===== src/rtl/seq_pattern_gen_pkg.sv =====
// Shared types and helpers for the serial pattern generator.
// Optional feature macro: SEQ_GEN_PARITY_EN (adds a trailing even-parity bit).
package seq_gen_pkg;

    typedef enum logic [1:0] {
        IDLE  = 2'd0,
        SHIFT = 2'd1,
        PAR   = 2'd2
    } state_t;

    // Level driven on seq_out when no pattern bit is being presented.
    localparam logic SEQ_IDLE_VAL = 1'b0;

    // Lengths above the pattern width are limited to the pattern width.
    function automatic int unsigned clamp_len(input int unsigned len, input int unsigned width);
        return (len > width) ? width : len;
    endfunction

endpackage


===== src/rtl/seq_pattern_gen_if.sv =====
// Command handshake and serial output bundle of seq_pattern_gen.
// Optional feature macro: SEQ_GEN_PARITY_EN (no effect on this bundle).
interface seq_pattern_gen_if #(
    parameter int WIDTH = 8,
    parameter int CNT_W = 4
);
    localparam int LEN_W = $clog2(WIDTH) + 1;

    logic [WIDTH-1:0] pat_in;
    logic [LEN_W-1:0] len_in;
    logic [CNT_W-1:0] rep_in;
    logic             start_valid;
    logic             start_ready;
    logic             seq_out;
    logic             seq_valid;
    logic             busy;
    logic             done;

    // Command source / stream sink side.
    modport master (
        output pat_in, len_in, rep_in, start_valid,
        input  start_ready, seq_out, seq_valid, busy, done
    );

    // Generator side.
    modport slave (
        input  pat_in, len_in, rep_in, start_valid,
        output start_ready, seq_out, seq_valid, busy, done
    );
endinterface


===== src/rtl/seq_pattern_gen_shift_reg.sv =====
// Loadable MSB-first shift register with bit-index counter and running parity.
// Optional feature macro: SEQ_GEN_PARITY_EN (enables the running-parity output).
module seq_shift_reg
    import seq_gen_pkg::*;
#(
    parameter int WIDTH = 8,
    parameter int LEN_W = $clog2(WIDTH) + 1
) (
    input  logic             clk,
    input  logic             reset,
    input  logic             i_load,
    input  logic [WIDTH-1:0] i_pat,
    input  logic [LEN_W-1:0] i_len,
    input  logic             i_reload,
    input  logic             i_shift,
    output logic             o_next_msb,
    output logic             o_last
`ifdef SEQ_GEN_PARITY_EN
    ,
    output logic             o_par
`endif
);

    logic [WIDTH-1:0] r_pat_al;
    logic [WIDTH-1:0] r_sh;
    logic [LEN_W-1:0] r_idx;
    logic [LEN_W-1:0] r_len;
    logic [WIDTH-1:0] w_aligned;
`ifdef SEQ_GEN_PARITY_EN
    logic             r_par;
`endif

    // Left-align the pattern so bit len-1 sits at the MSB; unused low bits fall off.
    always_comb begin
        w_aligned = i_pat << (LEN_W'(WIDTH) - i_len);
    end

    // Bit that will be at the head after this edge's operation.
    always_comb begin
        if (i_load)
            o_next_msb = w_aligned[WIDTH-1];
        else if (i_reload)
            o_next_msb = r_pat_al[WIDTH-1];
        else
            o_next_msb = r_sh[WIDTH-2];
    end

    assign o_last = (r_idx == '0);
`ifdef SEQ_GEN_PARITY_EN
    assign o_par = r_par;
`endif

    // Pattern storage, shifting and index countdown.
    always_ff @(posedge clk or negedge reset) begin
        if (!reset) begin
            r_pat_al <= '0;
            r_sh     <= '0;
            r_idx    <= '0;
            r_len    <= '0;
`ifdef SEQ_GEN_PARITY_EN
            r_par    <= 1'b0;
`endif
        end else if (i_load) begin
            r_pat_al <= w_aligned;
            r_sh     <= w_aligned;
            r_idx    <= i_len - LEN_W'(1);
            r_len    <= i_len;
`ifdef SEQ_GEN_PARITY_EN
            r_par    <= w_aligned[WIDTH-1];
`endif
        end else if (i_reload) begin
            r_sh     <= r_pat_al;
            r_idx    <= r_len - LEN_W'(1);
`ifdef SEQ_GEN_PARITY_EN
            r_par    <= r_pat_al[WIDTH-1];
`endif
        end else if (i_shift) begin
            r_sh     <= r_sh << 1;
            r_idx    <= r_idx - LEN_W'(1);
`ifdef SEQ_GEN_PARITY_EN
            r_par    <= r_par ^ r_sh[WIDTH-2];
`endif
        end
    end

endmodule


===== src/rtl/seq_pattern_gen.sv =====
// Serial pattern transmitter: sends pat[len-1:0] MSB-first, rep+1 times back-to-back.
// Optional feature macro: SEQ_GEN_PARITY_EN (even-parity bit after each repetition).
module seq_pattern_gen
    import seq_gen_pkg::*;
#(
    parameter int   WIDTH    = 8,
    parameter int   CNT_W    = 4,
    parameter logic IDLE_VAL = SEQ_IDLE_VAL
) (
    input  logic            clk,
    input  logic            reset,
    seq_pattern_gen_if.slave bus
);

    localparam int LEN_W = $clog2(WIDTH) + 1;

    state_t           r_state;
    logic [CNT_W-1:0] r_rep;
    logic             r_seq_out;
    logic             r_seq_valid;
    logic             r_busy;
    logic             r_done;
    logic             r_start_ready;

    logic [LEN_W-1:0] w_len;
    logic             w_accept;
    logic             w_load;
    logic             w_shift;
    logic             w_reload;
    logic             w_next_msb;
    logic             w_last;
`ifdef SEQ_GEN_PARITY_EN
    logic             w_par;
`endif

    assign bus.start_ready = r_start_ready;
    assign bus.seq_out     = r_seq_out;
    assign bus.seq_valid   = r_seq_valid;
    assign bus.busy        = r_busy;
    assign bus.done        = r_done;

    // Command acceptance and shift-register operation select.
    always_comb begin
        w_len    = LEN_W'(clamp_len(32'(bus.len_in), 32'(WIDTH)));
        w_accept = bus.start_valid && r_start_ready;
        w_load   = w_accept && (w_len != '0);
        w_shift  = (r_state == SHIFT) && r_seq_valid && !w_last;
`ifdef SEQ_GEN_PARITY_EN
        w_reload = (r_state == PAR) && (r_rep != '0);
`else
        w_reload = (r_state == SHIFT) && r_seq_valid && w_last && (r_rep != '0);
`endif
    end

    seq_shift_reg #(
        .WIDTH (WIDTH),
        .LEN_W (LEN_W)
    ) u_shift (
        .clk        (clk),
        .reset      (reset),
        .i_load     (w_load),
        .i_pat      (bus.pat_in),
        .i_len      (w_len),
        .i_reload   (w_reload),
        .i_shift    (w_shift),
        .o_next_msb (w_next_msb),
        .o_last     (w_last)
`ifdef SEQ_GEN_PARITY_EN
        ,
        .o_par      (w_par)
`endif
    );

    // Control FSM, repeat counter and registered stream outputs.
    // A zero-length command parks in SHIFT with seq_valid low for one cycle so
    // done follows acceptance by exactly one edge.
    always_ff @(posedge clk or negedge reset) begin
        if (!reset) begin
            r_state       <= IDLE;
            r_rep         <= '0;
            r_seq_out     <= IDLE_VAL;
            r_seq_valid   <= 1'b0;
            r_busy        <= 1'b0;
            r_done        <= 1'b0;
            r_start_ready <= 1'b1;
        end else begin
            r_done <= 1'b0;
            case (r_state)
                IDLE: begin
                    if (w_accept) begin
                        r_state       <= SHIFT;
                        r_rep         <= bus.rep_in;
                        r_busy        <= 1'b1;
                        r_start_ready <= 1'b0;
                        if (w_load) begin
                            r_seq_out   <= w_next_msb;
                            r_seq_valid <= 1'b1;
                        end
                    end
                end
                SHIFT: begin
                    if (!r_seq_valid) begin
                        r_state       <= IDLE;
                        r_busy        <= 1'b0;
                        r_done        <= 1'b1;
                        r_start_ready <= 1'b1;
                    end else if (!w_last) begin
                        r_seq_out <= w_next_msb;
`ifdef SEQ_GEN_PARITY_EN
                    end else begin
                        r_state   <= PAR;
                        r_seq_out <= w_par;
                    end
`else
                    end else if (r_rep != '0) begin
                        r_rep     <= r_rep - CNT_W'(1);
                        r_seq_out <= w_next_msb;
                    end else begin
                        r_state       <= IDLE;
                        r_seq_out     <= IDLE_VAL;
                        r_seq_valid   <= 1'b0;
                        r_busy        <= 1'b0;
                        r_done        <= 1'b1;
                        r_start_ready <= 1'b1;
                    end
`endif
                end
`ifdef SEQ_GEN_PARITY_EN
                PAR: begin
                    if (r_rep != '0) begin
                        r_state   <= SHIFT;
                        r_rep     <= r_rep - CNT_W'(1);
                        r_seq_out <= w_next_msb;
                    end else begin
                        r_state       <= IDLE;
                        r_seq_out     <= IDLE_VAL;
                        r_seq_valid   <= 1'b0;
                        r_busy        <= 1'b0;
                        r_done        <= 1'b1;
                        r_start_ready <= 1'b1;
                    end
                end
`endif
                default: begin
                    r_state       <= IDLE;
                    r_seq_out     <= IDLE_VAL;
                    r_seq_valid   <= 1'b0;
                    r_busy        <= 1'b0;
                    r_start_ready <= 1'b1;
                end
            endcase
        end
    end

endmodule


===== src/flat_wrapper.sv =====
// flat-port wrapper written by rule: the top's interface ports become plain ports
module seq_pattern_gen_flat import seq_gen_pkg::*;
#(
    parameter int   WIDTH    = 8,
    parameter int   CNT_W    = 4,
    parameter logic IDLE_VAL = SEQ_IDLE_VAL
)
  (clk, reset, bus_pat_in, bus_len_in, bus_rep_in, bus_start_valid, bus_start_ready, bus_seq_out, bus_seq_valid, bus_busy, bus_done);
  seq_pattern_gen_if #(.WIDTH(WIDTH), .CNT_W(CNT_W)) bus_i ();
  input  logic clk;
  input  logic reset;
  input wire logic [$bits(bus_i.pat_in)-1:0] bus_pat_in;
  input wire logic [$bits(bus_i.len_in)-1:0] bus_len_in;
  input wire logic [$bits(bus_i.rep_in)-1:0] bus_rep_in;
  input wire logic [$bits(bus_i.start_valid)-1:0] bus_start_valid;
  output wire logic [$bits(bus_i.start_ready)-1:0] bus_start_ready;
  output wire logic [$bits(bus_i.seq_out)-1:0] bus_seq_out;
  output wire logic [$bits(bus_i.seq_valid)-1:0] bus_seq_valid;
  output wire logic [$bits(bus_i.busy)-1:0] bus_busy;
  output wire logic [$bits(bus_i.done)-1:0] bus_done;
  assign bus_i.pat_in = bus_pat_in;
  assign bus_i.len_in = bus_len_in;
  assign bus_i.rep_in = bus_rep_in;
  assign bus_i.start_valid = bus_start_valid;
  assign bus_start_ready = bus_i.start_ready;
  assign bus_seq_out = bus_i.seq_out;
  assign bus_seq_valid = bus_i.seq_valid;
  assign bus_busy = bus_i.busy;
  assign bus_done = bus_i.done;
  seq_pattern_gen #(.WIDTH(WIDTH), .CNT_W(CNT_W), .IDLE_VAL(IDLE_VAL)) u_core (.clk(clk), .reset(reset), .bus(bus_i));
endmodule

===== config.mk =====
export PLATFORM = sky130hd
export DESIGN_NAME = seq_pattern_gen_flat
export DESIGN_NICKNAME = d
export VERILOG_FILES = /design/src/rtl/seq_pattern_gen_pkg.sv /design/src/rtl/seq_pattern_gen_if.sv /design/src/rtl/seq_pattern_gen_shift_reg.sv /design/src/rtl/seq_pattern_gen.sv /design/src/flat_wrapper.sv
export SDC_FILE = /design/constraint.sdc
export NUM_CORES = 1
export LEC_CHECK = 0
export CORE_ASPECT_RATIO = 0.8
export CORE_MARGIN = 2
export CORE_UTILIZATION = 50
export DETAILED_ROUTE_END_ITERATION = 10
export GPL_ROUTABILITY_DRIVEN = 0
export PLACE_DENSITY_LB_ADDON = 0.08
export SETUP_SLACK_MARGIN = 0.05
export SLEW_MARGIN = 20
export SYNTH_ARGS = -nofsm -noshare
export SYNTH_HDL_FRONTEND = slang
export SYNTH_SLANG_ARGS = --single-unit

===== constraint.sdc =====
create_clock -name clk -period 2.34 [get_ports clk]
set_input_delay 0.234 -clock clk [delete_from_list [all_inputs] [get_ports clk]]
set_output_delay 0.234 -clock clk [all_outputs]
set_load 0.1 [all_outputs]

## Word level (Yosys, flattened, before mapping)

Index checks and enable logic that the tools add are counted.

| word-level totals | value |
|---|---|
| word-level logic and storage cells | 88 |
| output and inout port bits | 5 |
| bits of input ports | 19 |
| register bits | 34 |

| cells by class | value |
|---|---|
| eq/ne operators | 8 |
| $add $sub $neg | 5 |
| shift-type cells | 1 |
| reduce and logical (&&, ||, !) cells | 17 |
| magnitude comparators | 1 |
| multiplexer cells | 45 |

Operator list:

| cell | count |
|---|---|
| 2-to-1 mux 4 bit | 8 |
| 2-to-1 mux 1 bit | 24 |
| 2-to-1 mux 7 bit | 3 |
| subtractor 4 x 1 -> 4 bit (second input constant) | 4 |
| 2-to-1 mux 2 bit | 4 |
| case mux 1 bit (2 select lines) | 4 |
| case mux 4 bit (2 select lines) | 1 |
| nonzero test 4 bit | 2 |
| left shift 8 x 4 -> 8 bit | 1 |
| logical AND 1 bit | 6 |
| inequality test 2 x 1 -> 1 bit (second input constant) | 3 |
| inequality test 3 bit (second input constant) | 2 |
| AND reduction 3 bit | 2 |
| AND reduction 5 bit | 1 |
| > comparator 4 bit (second input constant) | 1 |
| logical NOT 4 bit | 1 |
| inequality test 2 bit (second input constant) | 2 |
| case mux 2 bit (2 select lines) | 1 |
| subtractor 4 bit (first input constant) | 1 |
| nonzero test 3 bit | 1 |
| == test 2 x 1 -> 1 bit (second input constant) | 1 |
| logical NOT 2 bit | 1 |
| AND reduction 2 bit | 1 |
| nonzero test 2 bit | 1 |
| logical NOT 1 bit | 1 |

## Logic depth before layout (Yosys ltp)

Gate-level depths: netlist of run 1.

| depth | value |
|---|---|
| word-level depth | 10 |
| mapped depth | 10 |
| mapped depth without buffers | 8 |

## By module

From an unflattened synthesis of run 1, not the netlist that was laid out.

| unflattened totals | value |
|---|---|
| cells, all modules | 213 |
| area, all modules | 2015.7 sq um |

By module, submodules not included:

| module | cells each | instances | area an instance (sq um) | seq. area each (sq um) |
|---|---|---|---|---|
| seq_shift_reg | 154 | 1 | 1415.1 | 575.6 |
| seq_pattern_gen | 59 | 1 | 600.6 | 226.5 |

## Worst setup path before layout of run 1

No wires, ideal clock.

| timing path | value |
|---|---|
| kind | in2reg |
| start | input port bus_len_in[3] |
| end | register u_core.u_shift.r_idx[2] |
| cell stages on the path | 10 |
| data arrival time | 2.365 ns |
| slack | -0.150 ns |
| data required time | 2.215 ns |
| setup time | 0.125 ns |
| path buffers | 2 |
| path through | clkbuf_1 -> clkbuf_1 -> nand2b_1 -> ha_1 -> nand2b_1 -> o21a_1 -> o32ai_1 -> ha_1 -> xnor2_1 -> mux2_2 |

| on the way | value |
|---|---|
| cells in the longest elaborated chain, start to end | 5 |
| elaborated cells on any way between the ends | 7 |
| those cells by class | add/sub: 1; order compare: 1; mux: 2; reduce/logical: 3 |

Ends and longest elaborated chain:

| element | line | source |
|---|---|---|
| from (decl) | flat_wrapper.sv:13 | `input wire logic [$bits(bus_i.len_in)-1:0] bus_len_in;` |
| > comparator 4 bit | seq_pattern_gen_pkg.sv:16 | `return (len > width) ? width : len;` |
| 2-to-1 mux 4 bit * | seq_pattern_gen_pkg.sv:16 |  |
| parallel branches: the longest is 3 deep, another holds subtractor 4 x 1 -> 4 bit | - |  |
| to (signal assigned) | seq_pattern_gen_shift_reg.sv:66 | `r_idx <= i_len - LEN_W'(1);` |
| to (signal assigned) | seq_pattern_gen_shift_reg.sv:73 | `r_idx <= r_len - LEN_W'(1);` |
| to (signal assigned) | seq_pattern_gen_shift_reg.sv:79 | `r_idx <= r_idx - LEN_W'(1);` |
| to (decl) | seq_pattern_gen_shift_reg.sv:26 | `logic [LEN_W-1:0] r_idx;` |

Every way passes the cells marked *.
A chain may end at the register's enable or synchronous reset.

## Worst setup path after layout of run 1

| timing path | value |
|---|---|
| start | register u_core.u_shift.r_idx[3] |
| end | register u_core.u_shift.r_idx[2] |

| on the way | value |
|---|---|
| cells in the longest elaborated chain, start to end | 5 |
| elaborated cells on any way between the ends | 8 |
| those cells by class | mux: 2; reduce/logical: 6 |

Ends and longest elaborated chain:

| element | line | source |
|---|---|---|
| logical NOT 4 bit * | seq_pattern_gen_shift_reg.sv:48 | `assign o_last = (r_idx == '0);` |
| logical AND 1 bit (2 in a row) | seq_pattern_gen.sv:51 | `w_reload = (r_state == SHIFT) && r_seq_valid && w_last && (r_rep != '0);` |
| 2-to-1 mux 4 bit | seq_pattern_gen_shift_reg.sv:71 | `end else if (i_reload) begin` |
| 2-to-1 mux 4 bit | seq_pattern_gen_shift_reg.sv:63 | `end else if (i_load) begin` |

Every way passes the cells marked *; elsewhere a longest branch is shown, timed or not.

==> impl_metrics.toml, run 1 <==
[worst_setup_path]
cp_top_family = "simple AND/OR/NAND/NOR gates"
path_max_fanout = 4
cp_data_required_time_ns = 2.52
crit_path_cell_trace = "or4_1 > nor3_1 > o32ai_2 > ha_1 > xnor2_1 > mux2_2"
critPathSlowestCell = "or4_1"
worstRegToRegCells = 6
cp.depth = 6
slowest_delay_ns = 0.61
crit_type = "reg2reg"
worst_ep_arrival_time_ns = 2.41
path_buf_inv = 0
crit_path_start_kind = "flip-flop"
end_kind = "flip-flop"

[timing]
slew_violations = 0
max_freq_ghz = 0.4479
fin_crit_sh = 0.9542
layout_setup_ws_ns = 0.1071
worstMarginPinSlew_ns = 0.4198
setup_viol = 0
timing.final.crit_period_ns = 2.233
slew_headroom = 0.7194
finClkSkew_ns = 0.004359
finalHoldViolations = 0
rsz0062_at_grt = "false"

[detailed_routing]
drtAntennaViolNets = 0
drt_iter0_drc = 147
drcViolationCount = 0
wl_per_cell_um = 15.74
num_vias = 1884
finalWirelength_um = 5004
viasPerCell = 5.925
first_pass_iters = 4

[logic_synthesis]
synth_area_leaders = "dfrtp_1 39%, nand2_1 5.5%, o21ai_0 5.3%"
syn_nets = 243
synth_flop_cell = "dfrtp_1"
synth_area_um2 = 1983
ys_async_sr_fraction = 1.000
avgSynthCellArea_um2 = 9.014
ys_seq_area_frac = 0.4044
ys_seq_elements = 32
yosysTopAreaCellShare = 0.3912
yosys_warnings = 0
synth_top_area_cell = "dfrtp_1"
syn_inst = 220
synth.distinct_cells = 45
synth-edff-count = 0

[grt]
grt-ovfl-total = 0
grt_pass1_wl_um = 8493
grt_max_degree = 33
grt_usage = 0.2538
antenna_found_initial = 0
grt_pass1_vias = 1781

[clocking]
cts_tree = "built"
cts_setup_buffers = 0
cts_buffer_depth = 2
path_clk_slew_ns = 0.07
root_buffer = "clkbuf_8"
ctsHoldBuffers = 0
clock_latency_ns = 0.29
clock_sinks = 32
h-tree-depth = 2
cts_inserted_buffers = 5

[floorplanning]
row_count = 20
initial_core_util = 0.5214
die_w_um = 74.41
pin_count = 24
dieHeight_um = 60.33
die-area_um2 = 4489
coreArea_um2 = 3804

[placed_design]
io_buffers = 23
dp_slack_ns = -0.1010
dp_hpwl_um = 3745

[power]
internal-power_mw = 1.607
clockPowerShare = 0.197
p_sw_frac = 0.4034
power_frac_seq = 0.372
switching_power_mw = 1.087
ir_worst_vdd_v = 0.0006959
leakagePower_nw = 1.081
combPwrFrac = 0.431
powerDensity_nw_per_um2 = 1054
power_mw = 2.694

[final_layout]
syn_to_final_growth_pct = 28.83
num_antenna_cells = 0
multiInputGateArea_um2 = 1139
nFillCells = 329
drive_above_1_share = 0.2167
ff_latch_area_um2 = 808.3
nNetsFinal = 285

[worst_hold_path]
min_path_type = "in2async"

[run_status]
outcome = "complete, no violations"

[job]
maxCapViolCount = 0
-- power groups by stage --
| stage | Clock, mW | Combinational, mW | Sequential (mW) |
|---|---|---|---|
| 5_1_grt | 0.565 | 1.28 | 1.03 |
| 4_1_cts | 0.543 | 1.16 | 1.00 |
| 3_5_place_dp | 0 | 1.15 | 1.01 |
| 6_report | 0.531 | 1.16 | 1.00 |
| 2_1_floorplan | 0 | 0.657 | 1.18 |
| 3_3_place_gp | 0 | 1.13 | 0.997 |
-- worst reg2reg max path: stages (launching register included) --
cell	delay (ns)
dfrtp_1	0.41
or4_1	0.61
nor3_1	0.35
o32ai_2	0.15
ha_1	0.22
xnor2_1	0.12
mux2_2	0.26
-- final cells by class --
| type | count | share of cell area |
|---|---|---|
| Multi-Input combinational cell | 169 | 0.4456 |
| Sequential cell | 32 | 0.3164 |
| Timing Repair Buffer | 48 | 0.1587 |
| Clock buffer | 5 | 0.02693 |
| Tap cell | 55 | 0.02693 |
| Clock inverter | 3 | 0.01665 |
| Inverter | 6 | 0.008815 |
-- cell usage after synthesis (all sizes together), types with 2 or more instances --
| cell | n |
|---|---|
| o32ai | 4 |
| o2bb2ai | 2 |
| nand3 | 4 |
| nor3b | 3 |
| ha | 4 |
| a31oi | 7 |
| o21a | 5 |
| mux2 | 5 |
| a21o | 2 |
| dfrtp | 31 |
| and2 | 3 |
| nand2 | 29 |
| o21ai | 21 |
| o211ai | 4 |
| inv | 6 |
| nor4 | 2 |
| nor3 | 8 |
| clkbuf | 13 |
| mux4 | 3 |
| a22oi | 4 |
| xnor2 | 2 |
| mux2i | 4 |
| o22a | 5 |
| nor2 | 14 |
| a21oi | 13 |
| nand2b | 4 |
| a221oi | 3 |
-- routing by layer --
layer | wire, µm | vias to the layer above | track usage
met5 | 0 | - | 0
met4 | 65 | 0 | 0.08929
met3 | 246 | 6 | 0.06811
met2 | 2264 | 48 | 0.3843
met1 | 2427 | 931 | 0.3547
li1 | - | 899 | -
-- sequential cells by signal, indices dropped and copies added, names as in the netlist --
name / flops
u_core.u_shift.r_pat_al: 8
u_core.u_shift.r_sh: 7
u_core.r_rep: 4
u_core.u_shift.r_idx: 4
u_core.u_shift.r_len: 4
u_core.bus.done: 1
u_core.bus.seq_out: 1
u_core.bus.seq_valid: 1
u_core.bus.start_ready: 1
u_core.r_state: 1
-- cell families after synthesis --
group	share of synthesized area
and+or+nand+nor	0.1842
muxes	0.08265
buffers and inverters	0.03659
AOI/OAI and AO/OA	0.2536
DFF	0.4044
xor gates and xnor gates	0.01325
adders and majority gates	0.02524
-- cell usage in the layout, fill, tap and decap left out, types with 4 or more instances in the layout --
master / n
o22a_1: 5
dfrtp_1: 29
nor2_1: 14
o21ai_0: 19
o21a_1: 5
inv_1: 6
buf_4: 30
a31oi_1: 6
a22oi_1: 4
a21oi_1: 13
ha_1: 4
nand3_1: 4
nor3_1: 6
mux2i_1: 4
mux2_2: 5
nand2b_1: 4
clkdlybuf4s50_1: 18
clkbuf_8: 5
nand2_1: 29
o211ai_1: 4
-- path summary, 6_finish.rpt --
| check | startpoint | end | slack [ns] |
|---|---|---|---|
| worst max-delay path | u_core.u_shift.r_idx[3] | u_core.u_shift.r_idx[2] | 0.11 |
| worst min-delay path | reset | u_core.u_shift.r_len[2] | 0.33 |
| worst max register to register | u_core.u_shift.r_idx[3] | u_core.u_shift.r_idx[2] | 0.11 |
| worst min register to register | u_core.u_shift.r_pat_al[7] | u_core.u_shift.r_pat_al[7] | 0.49 |
| max in group asynchronous | reset | u_core.r_state[0] | 1.67 |
| min in group clk | u_core.u_shift.r_pat_al[7] | u_core.u_shift.r_pat_al[7] | 0.49 |
-- through the flow --
stage	hold slack (ns)	utilization	std cells	cell area, µm²	TNS, ns
4_1_cts	0.3472	0.6691	318	2545	0
6_report	0.3317	0.6717	318	2555	0
5_1_grt	0.3876	0.6717	318	2555	0
2_1_floorplan	-0.06159	-	220	2013	0
3_3_place_gp	0.4590	0.6398	310	2434	-0.06787
3_5_place_dp	0.4646	0.6398	310	2434	-0.3922
-- timing repair --
action                                  4_1_cts  5_1_grt
resized for setup                             0        3
hold endpoints to repair                      0        0
endpoints found under the setup margin        0        3
Note: power is estimated with default switching activity, not from simulation.
==> run 2: changes to the inputs <==
--- a/config.mk
+++ b/config.mk
@@ -10,8 +10,8 @@
 export CORE_UTILIZATION = 50
 export DETAILED_ROUTE_END_ITERATION = 10
 export GPL_ROUTABILITY_DRIVEN = 0
+export HOLD_SLACK_MARGIN = 0.02
 export PLACE_DENSITY_LB_ADDON = 0.08
-export SETUP_SLACK_MARGIN = 0.05
 export SLEW_MARGIN = 20
 export SYNTH_ARGS = -nofsm -noshare
 export SYNTH_HDL_FRONTEND = slang
==> run 2 against run 1 <==
Design area is essentially flat. Count of clock-buffer cells in the layout is the same. Sequential power is essentially flat. Die area is the same. Clock skew grew 0.0025 ns. Routed wire length is essentially flat. First-iteration DRC count shrank 2.7%. Largest power group unchanged.
==> impl_metrics.toml, run 2 (synthesis results as in run 1) <==
[grt]
grt_usage = 0.2436
grt_pass1_vias = 1756
grt_max_degree = 33
grt-ovfl-total = 0
antenna_found_initial = 0
grt_pass1_wl_um = 8293

[timing]
slew_violations = 0
finClkSkew_ns = 0.006898
rsz0062_at_grt = "false"
max_freq_ghz = 0.4474
tns_ns = 0
fin_crit_sh = 0.9551
timing.final.crit_period_ns = 2.235
hold_ws_ns = 0.3490
finalHoldViolations = 0
slew_headroom = 0.7130
worstMarginPinSlew_ns = 0.4296
setup_viol = 0

[power]
power_mw = 2.693
ir_worst_vdd_v = 0.0004857
powerDensity_nw_per_um2 = 1053
leakagePower_nw = 1.081

[clocking]
cts_inserted_buffers = 5
clock_latency_ns = 0.28
h-tree-depth = 2
cts_tree = "built"
path_clk_slew_ns = 0.07
root_buffer = "clkbuf_8"
clock_sinks = 32
cts_buffer_depth = 2
cts_setup_buffers = 0

[placed_design]
post-place-cells = 310
io_buffers = 23
dpl_cell_area_um2 = 2429
dp_hpwl_um = 3786

[worst_setup_path]
crit_top_cell = "ha_1"
worstRegToRegCells = 8
crit_type = "reg2reg"
cp_data_required_time_ns = 2.51
end_kind = "flip-flop"
reg2reg_from = "u_core.r_rep[0]"
reg2reg_slack_ns = 0.11
slowest_delay_ns = 0.40
crit_path_cell_trace = "inv_1 > ha_1 > nor3b_1 > nor3_1 > o32ai_2 > ha_1 > xnor2_1 > mux2_2"
r2r_end = "u_core.u_shift.r_idx[2]"
crit_path_start_kind = "flip-flop"
worst_ep_arrival_time_ns = 2.40
critPathSlowestCell = "dfrtp_1"
path_max_fanout = 4

[final_layout]
final_cell_mix = "30 x buf_4, 29 x nand2_1, 29 x dfrtp_1, 19 x o21ai_0, 18 x clkdlybuf4s50_1"
syn_to_final_growth_pct = 28.96
drive_above_1_share = 0.2167
largest_register = "u_core.u_shift.r_pat_al"
num_antenna_cells = 0
nNetsFinal = 285
final_cells = 318
final_common_cell = "buf_4"
largest_register_ffs = 8
reg.largest.list = "u_core.u_shift.r_pat_al (8), u_core.u_shift.r_sh (7)"
stdcell_area_um2 = 2557

[detailed_routing]
viasPerCell = 5.931
finalWirelength_um = 4999
drtAntennaViolNets = 0
wl_per_cell_um = 15.72
drcViolationCount = 0
first_pass_iters = 4
drt_iter0_drc = 143
num_vias = 1886

[floorplanning]
dieHeight_um = 60.33
die_w_um = 74.41
die-area_um2 = 4489
initial_core_util = 0.5214
row_count = 20
pin_count = 24
coreArea_um2 = 3804

[job]
maxCapViolCount = 0

[run_status]
outcome = "complete, no violations"

[worst_hold_path]
min_path_type = "in2async"
[run 2: cell type report]
type | count | area [µm²]
clock buffers | 5 | 68.82
clock inverters | 3 | 42.54
fillers | 313 | 1246
inverters | 6 | 22.52
multi-input cells | 169 | 1141
flip-flops and latches | 32 | 808.3
well taps | 55 | 68.82
repair buffers | 48 | 405.4
[run 2: how the worst max path moves through the flow]
stage,from,depth (start not counted),to
global placement,bus_len_in[3],9,u_core.u_shift.r_sh[1]
CTS,u_core.r_rep[0],8,u_core.u_shift.r_idx[2]
finish,u_core.r_rep[0],8,u_core.u_shift.r_idx[2]
detailed placement,bus_len_in[3],9,u_core.u_shift.r_sh[1]
floorplan,bus_len_in[3],9,u_core.u_shift.r_idx[2]
global route,bus_len_in[3],9,u_core.u_shift.r_sh[5]
[run 2: report_power, final]
group / internal [mW] / total [mW] / switching, mW / leakage, nW
registers: 0.805 / 0.999 / 0.193 / 0.382
clock network: 0.315 / 0.529 / 0.214 / 0.0541
logic: 0.486 / 1.17 / 0.679 / 0.645
total: 1.61 / 2.69 / 1.09 / 1.08
[run 2: critical path: cells and delay by family (launching register included)]
kind	cells	cell delay [ns]
AOI/OAI and AO/OA	1	0.38
xor gates and xnor gates	1	0.07
adders and majority gates	2	0.38
buffers and inverters	1	0.11
DFF	1	0.40
muxes	1	0.26
and+or+nand+nor	2	0.53
[run 2: per-stage QoR]
step / utilization / worst slack [ns]
after floorplan: - / 0.007969
after global placement: 0.6385 / -0.06289
after detailed placement: 0.6385 / -0.1413
after CTS: 0.6678 / 0.1151
after global routing: 0.6724 / 0.005191
final: 0.6724 / 0.1050
[run 2: routing by layer]
metal  global-route usage  vias up  part of all wire
met4              0.08418        0            0.0078
met1               0.3414      922              0.50
met3              0.05648        6             0.042
li1                     -      913                 -
met2               0.3755       45              0.45
met5                    0        -                 0
[run 2: repair_timing]
action                                  in CTS  in global routing
endpoints found under the setup margin       0                  5
hold buffers                                 0                  0
resized for setup                            0                  4
